## src/rtl/spi_flash_pkg.sv

```systemverilog
// rtl/spi_flash_pkg.sv - opcodes, state encoding and field widths shared by the SPI flash responder
package spi_flash_pkg;

    localparam logic [7:0] CMD_READ      = 8'h03;
    localparam logic [7:0] CMD_FAST_READ = 8'h0B;

    localparam int SPI_ADDR_BITS  = 24;
    localparam int SPI_DUMMY_BITS = 8;

    typedef enum logic [2:0] {
        ST_IDLE   = 3'd0,
        ST_CMD    = 3'd1,
        ST_ADDR   = 3'd2,
        ST_DUMMY  = 3'd3,
        ST_DATA   = 3'd4,
        ST_IGNORE = 3'd5
    } spi_state_e;

endpackage

```

## src/rtl/spi_pin_sync.sv

```systemverilog
// rtl/spi_pin_sync.sv - two-flop synchronizer for one SPI pin with rise/fall detection on the synchronized value
module spi_pin_sync (
    input  logic clk,
    input  logic reset_n,
    input  logic pin,
    output logic sync,
    output logic rise,
    output logic fall
);

    logic meta_q;
    logic sync_q;
    logic prev_q;

    always_ff @(posedge clk or negedge reset_n) begin
        if (!reset_n) begin
            meta_q <= 1'b0;
            sync_q <= 1'b0;
            prev_q <= 1'b0;
        end else begin
            meta_q <= pin;
            sync_q <= meta_q;
            prev_q <= sync_q;
        end
    end

    assign sync = sync_q;
    assign rise = sync_q & ~prev_q;
    assign fall = ~sync_q & prev_q;

endmodule

```

## src/rtl/spi_flash_responder.sv

```systemverilog
// rtl/spi_flash_responder.sv - SPI mode-0 READ responder streaming ROM bytes; SPI_FLASH_FAST_READ_EN adds 0Bh with dummy byte
module spi_flash_responder #(
    parameter int ADDR_W = 24
) (
    input  logic              clk,
    input  logic              reset_n,
    input  logic              spi_cs,
    input  logic              spi_sclk,
    input  logic              spi_mosi,
    output logic              spi_miso,
    output logic              spi_miso_oe,
    output logic              rom_rd,
    output logic [ADDR_W-1:0] rom_addr,
    input  logic [7:0]        rom_data,
    output logic              busy,
    output logic              cmd_err
);
    import spi_flash_pkg::*;

    spi_state_e  state;
    spi_state_e  state_nxt;

    logic        cs_s;
    logic        cs_rise;
    logic        cs_fall_unused;
    logic        sclk_s_unused;
    logic        sclk_rise;
    logic        sclk_fall;
    logic        mosi_s;
    logic        mosi_rise_unused;
    logic        mosi_fall_unused;

    logic [4:0]  bit_cnt;
    logic [22:0] shift_in;
    logic [23:0] addr_q;
    logic [7:0]  data_sh;
    logic [7:0]  hold;
    logic [2:0]  out_cnt;
    logic        started;
    logic        rd_d1;
    logic        dest_shift;
`ifdef SPI_FLASH_FAST_READ_EN
    logic        fast_q;
    logic        dummy_done;
`endif

    logic [7:0]  cmd_byte;
    logic [23:0] addr_new;
    logic [23:0] addr_inc;
    logic [23:0] fetch_addr;
    logic        leave;
    logic        cmd_done;
    logic        cmd_ok;
    logic        addr_done;
    logic        first_fetch;
    logic        enter_ignore;

    spi_pin_sync u_cs_sync (
        .clk     (clk),
        .reset_n (reset_n),
        .pin     (spi_cs),
        .sync    (cs_s),
        .rise    (cs_rise),
        .fall    (cs_fall_unused)
    );

    spi_pin_sync u_sclk_sync (
        .clk     (clk),
        .reset_n (reset_n),
        .pin     (spi_sclk),
        .sync    (sclk_s_unused),
        .rise    (sclk_rise),
        .fall    (sclk_fall)
    );

    spi_pin_sync u_mosi_sync (
        .clk     (clk),
        .reset_n (reset_n),
        .pin     (spi_mosi),
        .sync    (mosi_s),
        .rise    (mosi_rise_unused),
        .fall    (mosi_fall_unused)
    );

    // Shift register excludes the incoming bit, so opcode and address are complete in the same cycle as their last edge.
    assign cmd_byte     = {shift_in[6:0], mosi_s};
    assign addr_new     = {shift_in, mosi_s};
    assign addr_inc     = addr_q + 24'd1;
    assign leave        = (state != ST_IDLE) && !cs_s;
    assign cmd_done     = (state == ST_CMD) && sclk_rise && (bit_cnt == 5'd7);
    assign addr_done    = (state == ST_ADDR) && sclk_rise && (bit_cnt == 5'(SPI_ADDR_BITS - 1));
    assign enter_ignore = !leave && cmd_done && !cmd_ok;

`ifdef SPI_FLASH_FAST_READ_EN
    assign dummy_done  = (state == ST_DUMMY) && sclk_rise && (bit_cnt == 5'(SPI_DUMMY_BITS - 1));
    assign cmd_ok      = (cmd_byte == CMD_READ) || (cmd_byte == CMD_FAST_READ);
    assign first_fetch = !leave && ((addr_done && !fast_q) || dummy_done);
    assign fetch_addr  = dummy_done ? addr_q : addr_new;
`else
    assign cmd_ok      = (cmd_byte == CMD_READ);
    assign first_fetch = !leave && addr_done;
    assign fetch_addr  = addr_new;
`endif

    always_ff @(posedge clk or negedge reset_n) begin
        if (!reset_n) begin
            state <= ST_IDLE;
        end else begin
            state <= state_nxt;
        end
    end

    always_comb begin
        state_nxt = state;
        case (state)
            ST_IDLE:   if (cs_rise) state_nxt = ST_CMD;
            ST_CMD:    if (cmd_done) state_nxt = cmd_ok ? ST_ADDR : ST_IGNORE;
`ifdef SPI_FLASH_FAST_READ_EN
            ST_ADDR:   if (addr_done) state_nxt = fast_q ? ST_DUMMY : ST_DATA;
            ST_DUMMY:  if (dummy_done) state_nxt = ST_DATA;
`else
            ST_ADDR:   if (addr_done) state_nxt = ST_DATA;
`endif
            ST_DATA:   state_nxt = ST_DATA;
            ST_IGNORE: state_nxt = ST_IGNORE;
            default:   state_nxt = ST_IDLE;
        endcase
        if (leave) begin
            state_nxt = ST_IDLE;
        end
    end

    always_comb begin
        busy = (state != ST_IDLE);
    end

    always_ff @(posedge clk or negedge reset_n) begin
        if (!reset_n) begin
            spi_miso    <= 1'b0;
            spi_miso_oe <= 1'b0;
            rom_rd      <= 1'b0;
            rom_addr    <= '0;
            cmd_err     <= 1'b0;
            bit_cnt     <= '0;
            shift_in    <= '0;
            addr_q      <= '0;
            data_sh     <= '0;
            hold        <= '0;
            out_cnt     <= '0;
            started     <= 1'b0;
            rd_d1       <= 1'b0;
            dest_shift  <= 1'b0;
`ifdef SPI_FLASH_FAST_READ_EN
            fast_q      <= 1'b0;
`endif
        end else begin
            rom_rd  <= 1'b0;
            cmd_err <= enter_ignore;
            rd_d1   <= rom_rd;
            if (leave) begin
                // Dropping the returned byte of an in-flight read is what discards the prefetch.
                spi_miso    <= 1'b0;
                spi_miso_oe <= 1'b0;
                rd_d1       <= 1'b0;
                dest_shift  <= 1'b0;
                bit_cnt     <= '0;
                out_cnt     <= '0;
                started     <= 1'b0;
            end else begin
                case (state)
                    ST_IDLE: begin
                        if (cs_rise) bit_cnt <= '0;
                    end
                    ST_CMD, ST_ADDR: begin
                        if (sclk_rise) begin
                            shift_in <= {shift_in[21:0], mosi_s};
                            bit_cnt  <= (cmd_done || addr_done) ? 5'd0 : bit_cnt + 5'd1;
                        end
                    end
`ifdef SPI_FLASH_FAST_READ_EN
                    ST_DUMMY: begin
                        if (sclk_rise) bit_cnt <= dummy_done ? 5'd0 : bit_cnt + 5'd1;
                    end
`endif
                    ST_DATA: begin
                        if (rd_d1) begin
                            if (dest_shift) begin
                                data_sh    <= rom_data;
                                out_cnt    <= '0;
                                started    <= 1'b0;
                                dest_shift <= 1'b0;
                                rom_rd     <= 1'b1;
                                addr_q     <= addr_inc;
                                rom_addr   <= addr_inc[ADDR_W-1:0];
                            end else begin
                                hold <= rom_data;
                            end
                        end
                        if (sclk_fall) begin
                            out_cnt <= out_cnt + 3'd1;
                            started <= 1'b1;
                            // Byte boundary: the prefetched byte supplies bit 7 on this same edge.
                            if (started && (out_cnt == 3'd0)) begin
                                spi_miso <= hold[7];
                                data_sh  <= {hold[6:0], 1'b0};
                                rom_rd   <= 1'b1;
                                addr_q   <= addr_inc;
                                rom_addr <= addr_inc[ADDR_W-1:0];
                            end else begin
                                spi_miso <= data_sh[7];
                                data_sh  <= {data_sh[6:0], 1'b0};
                            end
                        end
                    end
                    default: ;
                endcase
`ifdef SPI_FLASH_FAST_READ_EN
                if (cmd_done) fast_q <= (cmd_byte == CMD_FAST_READ);
`endif
                if (addr_done) addr_q <= addr_new;
                if (first_fetch) begin
                    rom_rd      <= 1'b1;
                    rom_addr    <= fetch_addr[ADDR_W-1:0];
                    addr_q      <= fetch_addr;
                    spi_miso_oe <= 1'b1;
                    dest_shift  <= 1'b1;
                end
            end
        end
    end

endmodule

```

## config.mk

```make
export PLATFORM = sky130hd
export DESIGN_NAME = spi_flash_responder
export DESIGN_NICKNAME = d
export VERILOG_FILES = /design/src/rtl/spi_flash_pkg.sv /design/src/rtl/spi_pin_sync.sv /design/src/rtl/spi_flash_responder.sv
export SDC_FILE = /design/constraint.sdc
export NUM_CORES = 1
export LEC_CHECK = 0
export ABC_AREA = 1
export CORE_ASPECT_RATIO = 0.7
export CORE_MARGIN = 4
export CORE_UTILIZATION = 31
export DETAILED_ROUTE_END_ITERATION = 10
export PLACE_DENSITY = 0.55
export SLEW_MARGIN = 15
export SYNTH_ARGS = -nofsm -noshare
export SYNTH_HDL_FRONTEND = slang
export SYNTH_SLANG_ARGS = --single-unit
```

## constraint.sdc

```tcl
create_clock -name clk -period 1.85 [get_ports clk]
set_input_delay 0.2775 -clock clk [delete_from_list [all_inputs] [get_ports clk]]
set_output_delay 0.2775 -clock clk [all_outputs]
set_load 0.1 [all_outputs]
```

==> impl_metrics.env <==
export IMPL_startpoint_type="flop"
export IMPL_finalCriticalPeriod_ns=1.75
export IMPL_drt_initial_drc_count=446
export IMPL_postLayoutCoreUtil_pct=41.4
export IMPL_die_w_um=178
export IMPL_synthDominantAreaCellType="sky130_fd_sc_hd__dfrtp_1"
export IMPL_num_nets_final=935
export IMPL_fillCellCount=2007
export IMPL_antenna_found_initial=0
export IMPL_run_status="finished clean"
export IMPL_netSwitchingFraction_pct=43.1
export IMPL_synth_area_leaders="sky130_fd_sc_hd__dfrtp_1 45%, sky130_fd_sc_hd__nand2_1 13%, sky130_fd_sc_hd__inv_1 5.7%, sky130_fd_sc_hd__a21oi_1 5.7%, sky130_fd_sc_hd__nor2_1 5.6%"
export IMPL_core_area_sq_mm=0.0199
export IMPL_groute_usage_overall_pct=16.3
export IMPL_cts_tree="built"
export IMPL_totalWireLength_um=17900
export IMPL_postSynthCellCount=841
export IMPL_grt_overflow_total=0
export IMPL_post_synth_cell_area_avg_sq_um=7.46
export IMPL_largest_net_degree_at_the_start_of_global_routing=33
export IMPL_max_clock_path_buffers=2
export IMPL_power_density_mw_per_mm2=1400
export IMPL_numCtsBuffers=17
export IMPL_initial_core_util_pct=31.6
export IMPL_final_cycle_share_pct=94.4
export IMPL_intPower_uw=6550
export IMPL_finalWeightedCongestion=0.840
export IMPL_worstPathMaxFanout=14
export IMPL_syn_to_final_growth_pct=31.0
export IMPL_power_share_sequential_pct=33.5
export IMPL_clk_transition_reported_paths_ns=0.06
export IMPL_net_switching_power_uw=4960
export IMPL_grt_pass1_vias=5341
export IMPL_skew_pair_late_insertion_delay_ns=0.43
export IMPL_mappedNetlistNets=858
export IMPL_pre_cts_slack_ns=-0.0394
export IMPL_final_setup_tns_ns=0
export IMPL_die_area_sq_mm=0.0226
export IMPL_synthMuxAreaShare_pct=1.26
export IMPL_post_synthesis_share_of_cell_area_spent_on_xor_and_xnor_gates_pct=1.26
export IMPL_root_buffer="sky130_fd_sc_hd__clkbuf_16"
export IMPL_clock_sink_count=113
export IMPL_hold_ws_ns=0.285
export IMPL_synth_top_family_by_area="simple AND/OR/NAND/NOR gates"
export IMPL_postSynthRegisterBits=113
export IMPL_critical_path_arrival_ns=2.05
export IMPL_power_combinational_fraction_pct=39.2
export IMPL_worst_slack_ns=0.103
export IMPL_fin_worst_skew_ns=0.0125
export IMPL_antenna_violating_nets_post_route=0
export IMPL_num_io_pins=42
export IMPL_critical_path_required_ns=2.15
export IMPL_fp_dieH_um=127
export IMPL_synth_edf_count=0
export IMPL_yosys_cell_count_top_type="sky130_fd_sc_hd__nand2_1"
export IMPL_power_frac_clock_pct=27.3
export IMPL_p_leak_uw=0.00387
export IMPL_place_detailed_hpwl_um=12600
export IMPL_yosys_warnings=0
export IMPL_total_power_uw=11500
export IMPL_synth_largest_type_area_fraction_pct=45.1
export IMPL_wire_per_inst_um=14.9
export IMPL_antenna_cells=0
export IMPL_worst_ir_drop_vdd_mv=0.657
export IMPL_drv_cap=0
export IMPL_cts_htree_levels=4
export IMPL_vias=5828
export IMPL_synth_simple_gate_area_share_pct=26.7
export IMPL_fmax_ghz=0.572
export IMPL_floorplan_rows=43
export IMPL_synth_adder_area_share_pct=0.798
export IMPL_synthDistinctLibCells=42
export IMPL_slew_viol_final=0
export IMPL_min_path_type="input pin to flop"
export IMPL_remaining_design_rule_violation_count=0
export IMPL_synthArstFlopShare_pct=100
export IMPL_synth_top_flop_cell="sky130_fd_sc_hd__dfrtp_1"
export IMPL_final_layout_size_suffix_gt1_share_pct=18.0
export IMPL_drtPass1Iterations=5
export IMPL_finalHoldViolations=0
export IMPL_critical_path_endpoint_type="flop"
export IMPL_buffer_ports_inserted=41
export IMPL_maxSlewHeadroom_pct=64.9
export IMPL_finalSetupViolations=0
export IMPL_synthTopCellsByCount="210 x sky130_fd_sc_hd__nand2_1, 113 x sky130_fd_sc_hd__dfrtp_1, 95 x sky130_fd_sc_hd__inv_1"
export IMPL_synth_sequential_area_ratio_pct=45.1
export IMPL_worst_pin_slew_ns=0.521
export IMPL_crit_type="flop to flop"
export IMPL_via_per_inst=4.85
export IMPL_synth_compound_area_share_pct=16.2
export IMPL_grt_first_pass_wirelength_um=29200
export IMPL_syn_std_cell_area_sq_mm=0.00627
critical path, cell delays in order (launching register included):
cell                       delay [ns]
sky130_fd_sc_hd__dfrtp_1         0.36
sky130_fd_sc_hd__ha_2            0.21
sky130_fd_sc_hd__nand2_4         0.06
sky130_fd_sc_hd__nor3_4          0.17
sky130_fd_sc_hd__nand3_4         0.15
sky130_fd_sc_hd__nor2_4          0.15
sky130_fd_sc_hd__nor2_2          0.07
sky130_fd_sc_hd__buf_12          0.15
sky130_fd_sc_hd__nand2_1         0.05
sky130_fd_sc_hd__o21ai_0         0.08
sky130_fd_sc_hd__o21bai_1        0.16
per-stage QoR:
step | cell area, sq um | cells
6_report | 8210 | 1201
5_1_grt | 8210 | 1201
4_1_cts | 8010 | 1192
3_5_place_dp | 7430 | 1159
3_3_place_gp | 7430 | 1159
2_1_floorplan | 6280 | 841
final cells by class:
class                   count  area (sq um)  area share [%]
clock buffers              18           439            5.35
clock inverters            14           119            1.45
inverters                  99           377            4.58
well taps                 270           338            4.11
flip-flops and latches    113          2830            34.5
repair buffers             91          1100            13.4
multi-input cells         596          3010            36.6
flip-flops by register name (all words and copies together) (netlist names), 3 cells and up:
signal / flops
addr_q: 24
bit_cnt: 5
data_sh: 8
hold: 8
out_cnt: 3
rom_addr: 24
shift_in: 23
state: 3
power by group through the flow:
| stage | logic (uW) | registers [uW] | clock network (uW) |
|---|---|---|---|
| 2_1_floorplan | 2250 | 4470 | 0 |
| 3_5_place_dp | 4340 | 3870 | 0 |
| 6_report | 4520 | 3860 | 3140 |
| 4_1_cts | 4360 | 3840 | 3200 |
| 3_3_place_gp | 4310 | 3860 | 0 |
| 5_1_grt | 5000 | 3970 | 3320 |
cells by family (layout without fill, tap and decap cells):
| family | after synthesis | in the layout |
|---|---|---|
| and+or+nand+nor | 395 | 395 |
| AOI/OAI and AO/OA | 181 | 181 |
| buffers and inverters | 132 | 222 |
| DFF | 113 | 113 |
| xor gates and xnor gates | 9 | 9 |
| muxes | 7 | 7 |
| adders and majority gates | 4 | 4 |
metal layers:
| metal | vias to the layer above | GRT usage (%) | part of all wire (%) |
|---|---|---|---|
| met5 | - | 0 | 0 |
| met4 | 0 | 4.91 | 1.4 |
| met3 | 19 | 3.46 | 5.7 |
| met2 | 158 | 21.4 | 38 |
| met1 | 2739 | 26.3 | 55 |
| li1 | 2912 | - | - |
what timing repair did:
action / 4_1_cts / 5_1_grt
pin swaps: 0 / 12
gates resized for setup: 2 / 40
hold buffers: 1 / 0
gates cloned: 0 / 2
setup endpoints to repair: 16 / 69
buffers inserted: 0 / 7
hold endpoints to repair: 27 / 0
cells in the final DEF (no fill, tap or decap), types with 18 or more instances in the layout:
cell	instances
sky130_fd_sc_hd__inv_1	91
sky130_fd_sc_hd__dfrtp_1	109
sky130_fd_sc_hd__nor2_1	87
sky130_fd_sc_hd__clkbuf_16	18
sky130_fd_sc_hd__nand2_1	203
sky130_fd_sc_hd__buf_4	45
sky130_fd_sc_hd__buf_12	29
sky130_fd_sc_hd__o21ai_0	61
sky130_fd_sc_hd__a21oi_1	69
sky130_fd_sc_hd__nand3_1	58
final timing paths:
| path | cells after the start | from | end | slack, ns |
|---|---|---|---|---|
| max | 10 | bit_cnt[1]$_DFFE_PN0P_ | rom_addr[10]$_DFFE_PN0P_ | 0.10 |
| min | 1 | spi_cs | u_cs_sync.meta_q$_DFF_PN0_ | 0.29 |
| max reg2reg | 10 | bit_cnt[1]$_DFFE_PN0P_ | rom_addr[10]$_DFFE_PN0P_ | 0.10 |
| min reg2reg | 0 | u_mosi_sync.meta_q$_DFF_PN0_ | u_mosi_sync.sync$_DFF_PN0_ | 0.35 |
| max in group asynchronous | 3 | reset_n | shift_in[13]$_DFFE_PN0P_ | 0.92 |
| min in group asynchronous | 2 | reset_n | state[0]$_DFFE_PN0P_ | 0.38 |
No activity file was read; power rests on OpenSTA's default activity.
